--- config.mk ---
export PLATFORM = sky130hd
export DESIGN_NAME = agu_ctx_sequencer
export DESIGN_NICKNAME = d
export VERILOG_FILES = /design/src/rtl/agu_ctx_sequencer.sv
export SDC_FILE = /design/constraint.sdc
export NUM_CORES = 1
export LEC_CHECK = 0
export CAP_MARGIN = 40
export CORE_ASPECT_RATIO = 0.9
export CORE_MARGIN = 3
export CORE_UTILIZATION = 50
export CTS_BUF_LIST = sky130_fd_sc_hd__clkbuf_8
export CTS_CLUSTER_SIZE = 20
export DETAILED_ROUTE_END_ITERATION = 6
export HOLD_SLACK_MARGIN = 0.12
export PLACE_DENSITY = 0.68
export SLEW_MARGIN = 20
export SYNTH_ARGS = -nofsm -noshare
export SYNTH_HDL_FRONTEND = slang
export SYNTH_SLANG_ARGS = --single-unit
export TNS_END_PERCENT = 50
--- constraint.sdc ---
create_clock -name CLK -period 5.08 [get_ports CLK]
set_input_delay 0.762 -clock CLK [delete_from_list [all_inputs] [get_ports CLK]]
set_output_delay 0.762 -clock CLK [all_outputs]
set_load 0.01 [all_outputs]
--- src/rtl/agu_ctx_sequencer.sv ---
// Context sequencer: plays a stored program of AGU config words onto outdata,
// one word per cycle, repeating it for a latched number of iterations.
module agu_ctx_sequencer #(
  parameter int WIDTH = 28,
  parameter int DEPTH = 16,
  parameter int AW    = 4
) (
  input  logic           CLK,
  input  logic           RST,
  input  logic           cfg_we,
  input  logic [AW-1:0]  cfg_addr,
  input  logic [WIDTH:0] cfg_wdata,
  input  logic [AW-1:0]  last_idx,
  input  logic [7:0]     iter_cnt,
  input  logic           start,
  input  logic           stall,
  output logic [WIDTH:0] outdata,
  output logic           valid,
  output logic [AW-1:0]  pc,
  output logic           busy,
  output logic           done
);

  typedef enum logic [1:0] {
    S_IDLE = 2'd0,
    S_RUN  = 2'd1,
    S_FIN  = 2'd2
  } state_t;

  state_t         r_state;
  state_t         w_state_next;

  logic [WIDTH:0] r_mem [DEPTH];
  logic [WIDTH:0] r_outdata;
  logic           r_valid;
  logic           r_done;
  logic [AW-1:0]  r_pc;
  logic [7:0]     r_it;
  logic [AW-1:0]  r_last;
  logic [7:0]     r_iter;

  logic           w_launch;
  logic           w_step;
  logic           w_wrap;
  logic           w_final;
  logic           w_fin;
  logic           w_idle;

  // Program memory is never reset so a loaded program survives RST.
  always_ff @(posedge CLK) begin
    if (cfg_we && (r_state == S_IDLE)) begin
      r_mem[cfg_addr] <= cfg_wdata;
    end
  end

  always_ff @(posedge CLK or posedge RST) begin
    if (RST) begin
      r_state <= S_IDLE;
    end else begin
      r_state <= w_state_next;
    end
  end

  always_comb begin
    w_state_next = r_state;
    case (r_state)
      S_IDLE: begin
        if (start) begin
          w_state_next = (iter_cnt == 8'd0) ? S_FIN : S_RUN;
        end
      end
      S_RUN: begin
        if (w_final) begin
          w_state_next = S_FIN;
        end
      end
      S_FIN:   w_state_next = S_IDLE;
      default: w_state_next = S_IDLE;
    endcase
  end

  // The iteration compare only runs in RUN, where the latched count is >= 1.
  always_comb begin
    w_idle   = (r_state == S_IDLE);
    w_fin    = (r_state == S_FIN);
    w_launch = w_idle && start;
    w_step   = (r_state == S_RUN) && !stall;
    w_wrap   = w_step && (r_pc == r_last);
    w_final  = w_wrap && (r_it == (r_iter - 8'd1));
    busy     = !w_idle;
  end

  always_ff @(posedge CLK or posedge RST) begin
    if (RST) begin
      r_outdata <= '0;
      r_valid   <= 1'b0;
      r_done    <= 1'b0;
      r_pc      <= '0;
      r_it      <= 8'd0;
      r_last    <= '0;
      r_iter    <= 8'd0;
    end else begin
      r_done <= w_fin;
      if (w_idle || w_fin) begin
        r_outdata <= '0;
        r_valid   <= 1'b0;
      end
      if (w_fin) begin
        r_pc <= '0;
      end
      if (w_launch) begin
        r_last <= last_idx;
        r_iter <= iter_cnt;
        r_pc   <= '0;
        r_it   <= 8'd0;
      end
      if (w_step) begin
        r_outdata <= r_mem[r_pc];
        r_valid   <= 1'b1;
        if (w_wrap) begin
          r_pc <= '0;
          r_it <= r_it + 8'd1;
        end else begin
          r_pc <= r_pc + 1'b1;
        end
      end
    end
  end

  assign outdata = r_outdata;
  assign valid   = r_valid;
  assign pc      = r_pc;
  assign done    = r_done;

endmodule

; ---- Word-level counts from Yosys, hierarchy flattened
; Memory sizes are Yosys's and may differ from the RTL's.
; Cells that the tools add are included.
[word_totals]
reg_bits = 57
inputBits = 50
mem_count = 1
wordCells = 48
out_inout_bits = 36
ramBits = 464
[memory_table]
columns = name, depth, word_bits, read_ports, rd_clocked_by_memory_dff, wr, line_no
row1 = r_mem, 16, 29, 1, 0, 1, 33  ; logic [WIDTH:0] r_mem [DEPTH];
[op_classes]
add_sub_neg = 3
muxes = 17
eq_ne = 6
n_reduce_logical = 13
[ops]
columns = cell, n
row1 = two-way mux 29 bit, 2
row2 = two-way mux 8 bit, 3
row3 = two-way mux 4 bit, 4
row4 = adder 8 x 1 -> 8 bit (second input constant), 1
row5 = equality test 8 bit, 1
row6 = zero test 8 bit, 1
row7 = subtractor 8 x 1 -> 8 bit (second input constant), 1
row8 = two-way mux 2 bit, 3
row9 = logical AND 1 bit, 5
row10 = adder 4 x 1 -> 4 bit (second input constant), 1
row11 = equality test 4 bit, 1
row12 = two-way mux 1 bit, 4
row13 = inequality test 2 bit (second input constant), 2
row14 = one-hot mux 2 bit (2 select lines), 1
row15 = nonzero test 3 bit, 1
row16 = equality test 2 x 1 -> 1 bit (second input constant), 1
row17 = equality test 2 bit (second input constant), 1
row18 = zero test 1 bit, 2
row19 = zero test 2 bit, 1
row20 = AND reduction 2 bit, 1
row21 = nonzero test 2 bit, 1
row22 = logical OR 1 bit, 1

; ---- Depth between registers and ports, before layout
[depth]
word_depth = 6
depth_mapped = 8
mapped_depth_nobuf = 7

; ---- Least setup slack after synthesis
; OpenSTA, ideal clock, no wires.
[synth_path]
path_type = input-to-reg
startpoint = in cfg_we
endpoint = mem r_mem[0][0] (netlist name) (enable)
arrival_time_ns = 3.202
slack_ns = 1.426
cell_stages = 3
setup_ns = 0.452
required_ns = 4.628
n_path_buf = 0
path_cell_list = nand2_1 > or3_1 > nor3_1
[synth_between]
elab_chain_len = 3
[synth_rtl]
columns = item, line_no
row1 = start: declaration, 10  ; input logic cfg_we,
row2 = logical AND 1 bit, 51  ; if (cfg_we && (r_state == S_IDLE)) begin
row3 = two-way mux 1 bit, 51
row4 = two-way mux 1 bit (implied by the code), 52  ; r_mem[cfg_addr] <= cfg_wdata;
row5 = end: declaration, 33
; No other way between the ends.

; ---- Worst setup path after layout
[layout_path]
startpoint = reg r_pc[0], in the netlist pc[0]
endpoint = out pc[0]
[layout_lines]
columns = item, line_no
row1 = start: declaration, 37  ; logic [AW-1:0] r_pc;
row2 = start signal: assignment, 124  ; r_pc <= r_pc + 1'b1;
row3 = end: declaration, 19  ; output logic [AW-1:0] pc,
; No word-level cell between the ends.

==> impl_results.md <==
* Synth Flop Type: edfxtp_1
* Fin crit period at 2920 ps
* Die area at 43500 sq um
* Pwr/cell area at 488 nW/um^2
* Synth Net Count at 1144
* Width of the die at 219 um
* Dpl hpwl at 26400 um
* Post-synth EDFFs at 464
* CTS tree: yes
* Diode count at 0
* Clock root buffer: clkbuf_8
* GP Congestion at 0.751
* CP startpoint: pc[0]
* Post-synthesis area per instance at 18.8 sq um
* Total grt overflow at 0
* Sw power at 3.44 mW
* Aggregate negative setup slack at 0 ps
* Cts bufs inserted at 83
* Max-slew violations at 0
* Htree depth at 3
* Via count at 10700
* Post-Route WL at 42200 um
* # IOs at 86
* Internal Dissipation at 8.32 mW
* Gate power share at 26.5%
* Port buffer count at 85
* Clk pwr share at 29.2%
* Nature of the critical path endpoint: output port
* Clk sinks at 521
* Layout area overhead at 17.5%
* Worst R2R Start: pc[0]
* Worst skew pair latency at 630 ps
* Delay-heaviest family, CP: flip-flops
* Post-Syn Area at 20500 sq um
* CP startpoint kind: register
* Post-route ant nets at 0
* CP Buf/Inv Count at 1
* Max Buffers Root-to-Sink at 3
* Synthesis Warnings at 0
* Clock transition at the registers of the reported paths at 60 ps
* Wire length per cell at 22.9 um
* Hold_buf cts at 0
* Fill cells at 2864
* Post-Syn Instances at 1091
* Slew margin rel. at 43.4%
* Layout cells sized above 1 at 23.4%
* Final worst slack at 2160 ps
* Outcome: complete, no violations
* CP Max Fanout at 35
* Fin Hold WS at 492 ps
* Worst EP required at 4320 ps
* Pre-CTS setup slack at 1900 ps
* Drt initial violations at 820
* # rows at 69
* Synth Register Bits at 521
* Crit Path Class: register to output port
* Switching share of power at 29.2%
* Initial antenna violation count at 0
* GRT Util Overall at 19.9%
* Post_cts resized at 0
* Core footprint at 40000 sq um
* Largest net degree at the start of global routing at 58
* Leak pwr at 8.08 nW
* Sequential share of the synthesized area at 75.0%
* Period utilization at 57.4%
* Arrival time at the worst endpoint at 2150 ps
* Vias in the first global route at 11000
* Final Net Count at 1293
* First-pass GRT wire length at 65400 um
* Async SR Flop Fraction at 10.9%
* Max Cap Violations at 0
* CP max stage delay at 860 ps
* Area of the multi-input gates at 4930 sq um
* Number of detailed-route iterations in the first pass at 7
* Sequential Area at 15400 sq um
* Hold WC Path Type: register to register
* Die Height at 198 um
* Post-CTS Setup Inserts at 0
* Worst-Margin Slew at 848 ps
* Maximum vdd drop at 0.268 mV
* RSZ-0062 raised after global routing: no
* Register share of total power at 44.3%
* Initial Util at 51.3%
* Final Hold Violating Endpoints at 0
* Critical Path, Cell by Cell: clkdlybuf4s50_1
* Clock Skew at 16.5 ps
* DR DRC count at 0
* F_max at 0.343 GHz
* HP Start: r_last[3]
* Critical path's slowest cell: dfrtp_4
* DR vias/cell at 5.78
* Synth cell types at 45
* Final setup vio count at 0
[worst paths after layout]
check / end / slack (ps) / cells after the start
worst max register to register: outdata[21] / 2360 / 4
max in group asynchronous: pc[0] / 3990 / 4
worst min-delay path: r_last[3] / 490 / 2
worst max-delay path: pc[0] / 2160 / 1
worst min register to register: r_last[3] / 490 / 2
min in group asynchronous: outdata[17] / 500 / 3
[synthesized netlist by cell type, drive strengths merged (2+ instances only)]
cell type / instances / area share, %
edfxtp: 464 / 68
mux4: 74 / 8.2
a221o: 20 / 0.98
nand4: 5 / 0.15
nor2b: 7 / 0.21
and2: 2 / 0.061
a22o: 2 / 0.085
nor3: 30 / 0.73
ha: 3 / 0.18
xnor2: 8 / 0.34
nand2b: 4 / 0.12
o21bai: 23 / 0.84
o311ai: 2 / 0.085
nor4: 5 / 0.18
inv: 7 / 0.13
nor2: 27 / 0.49
o41ai: 2 / 0.085
a31oi: 2 / 0.061
nand3: 6 / 0.15
dfrtp: 57 / 7.0
a21oi: 34 / 0.83
clkbuf: 26 / 0.48
o31ai: 2 / 0.073
buf: 31 / 0.95
o21ai: 34 / 0.83
mux2: 63 / 3.5
or3: 2 / 0.061
xor2: 7 / 0.30
mux2i: 63 / 3.1
nand2: 50 / 0.92
o22ai: 21 / 0.64
[through the flow]
stage	area, sq um	total power, mW	std cells	util (%)
6_report	24100	11.8	1843	60.3
5_1_grt	24100	12.3	1843	60.3
4_1_cts	24100	11.9	1842	60.2
3_5_place_dp	22400	8.44	1686	56.1
3_3_place_gp	22000	8.36	1670	55.1
2_1_floorplan	20500	7.42	1091	-
[per-layer routing]
layer | GRT usage [%] | share of wire (%)
met2 | 31.4 | 48
met4 | 5.78 | 1.7
met5 | 0 | 0
met1 | 28.5 | 44
met3 | 4.31 | 5.6
[flip-flops by register name (all words and copies together) (netlist names)]
name / cells
done: 1
outdata: 29
pc: 4
r_it: 8
r_iter: 8
r_last: 4
r_mem: 464
r_state: 2
valid: 1
[power by group through the flow]
stage / Clock, mW / Sequential, mW / Combinational, mW
global placement: 0 / 5.37 / 2.99
global route: 3.70 / 5.25 / 3.38
finish: 3.43 / 5.21 / 3.12
CTS: 3.51 / 5.22 / 3.15
floorplan: 0 / 5.16 / 2.26
detailed placement: 0 / 5.30 / 3.14
[final cells by class]
| class | count | share of cell area, % |
|---|---|---|
| tap | 532 | 2.76 |
| clock buffer | 99 | 5.66 |
| inverter | 7 | 0.109 |
| clock inverter | 57 | 1.14 |
| timing repair buffer | 121 | 6.05 |
| multi-input combinational | 506 | 20.5 |
| sequential | 521 | 63.8 |
[cells in the final DEF, fill, tap and decap left out, types with 3 or more instances in the layout]
master and n:
nand2_1 50, buf_16 12, a221o_1 20, clkinv_1 8, o21ai_0 34, inv_1 40
mux2_2 63, a21oi_1 34, xor2_1 7, edfxtp_1 464, buf_12 7, nor4_1 4
dfrtp_1 54, clkdlybuf4s50_1 85, ha_1 3, clkinvlp_4 5, nor3_2 5, nand2b_1 4
nand4_1 5, mux2i_1 63, o21bai_1 23, o22ai_1 21, nor2b_1 7, clkbuf_8 99
nor2_1 15, mux4_2 70, mux4_1 4, nor2_4 12, buf_4 16, dfrtp_4 3
xnor2_1 8, nand3_1 6, clkinv_2 8, nor3_1 25
[logic make-up (layout without fill, tap and decap cells)]
group / after synthesis / after routing / synth area share (%)
flip-flops: 521 / 521 / 75.0
adder cells (fa/ha/maj): 3 / 3 / 0.183
AND/OR/NAND/NOR: 141 / 141 / 3.22
multiplexers: 200 / 200 / 14.7
XOR/XNOR: 15 / 15 / 0.641
buffers and inverters: 64 / 284 / 1.55
AO/OA/AOI/OAI: 147 / 147 / 4.71
No activity file was read; power rests on OpenSTA's default activity.
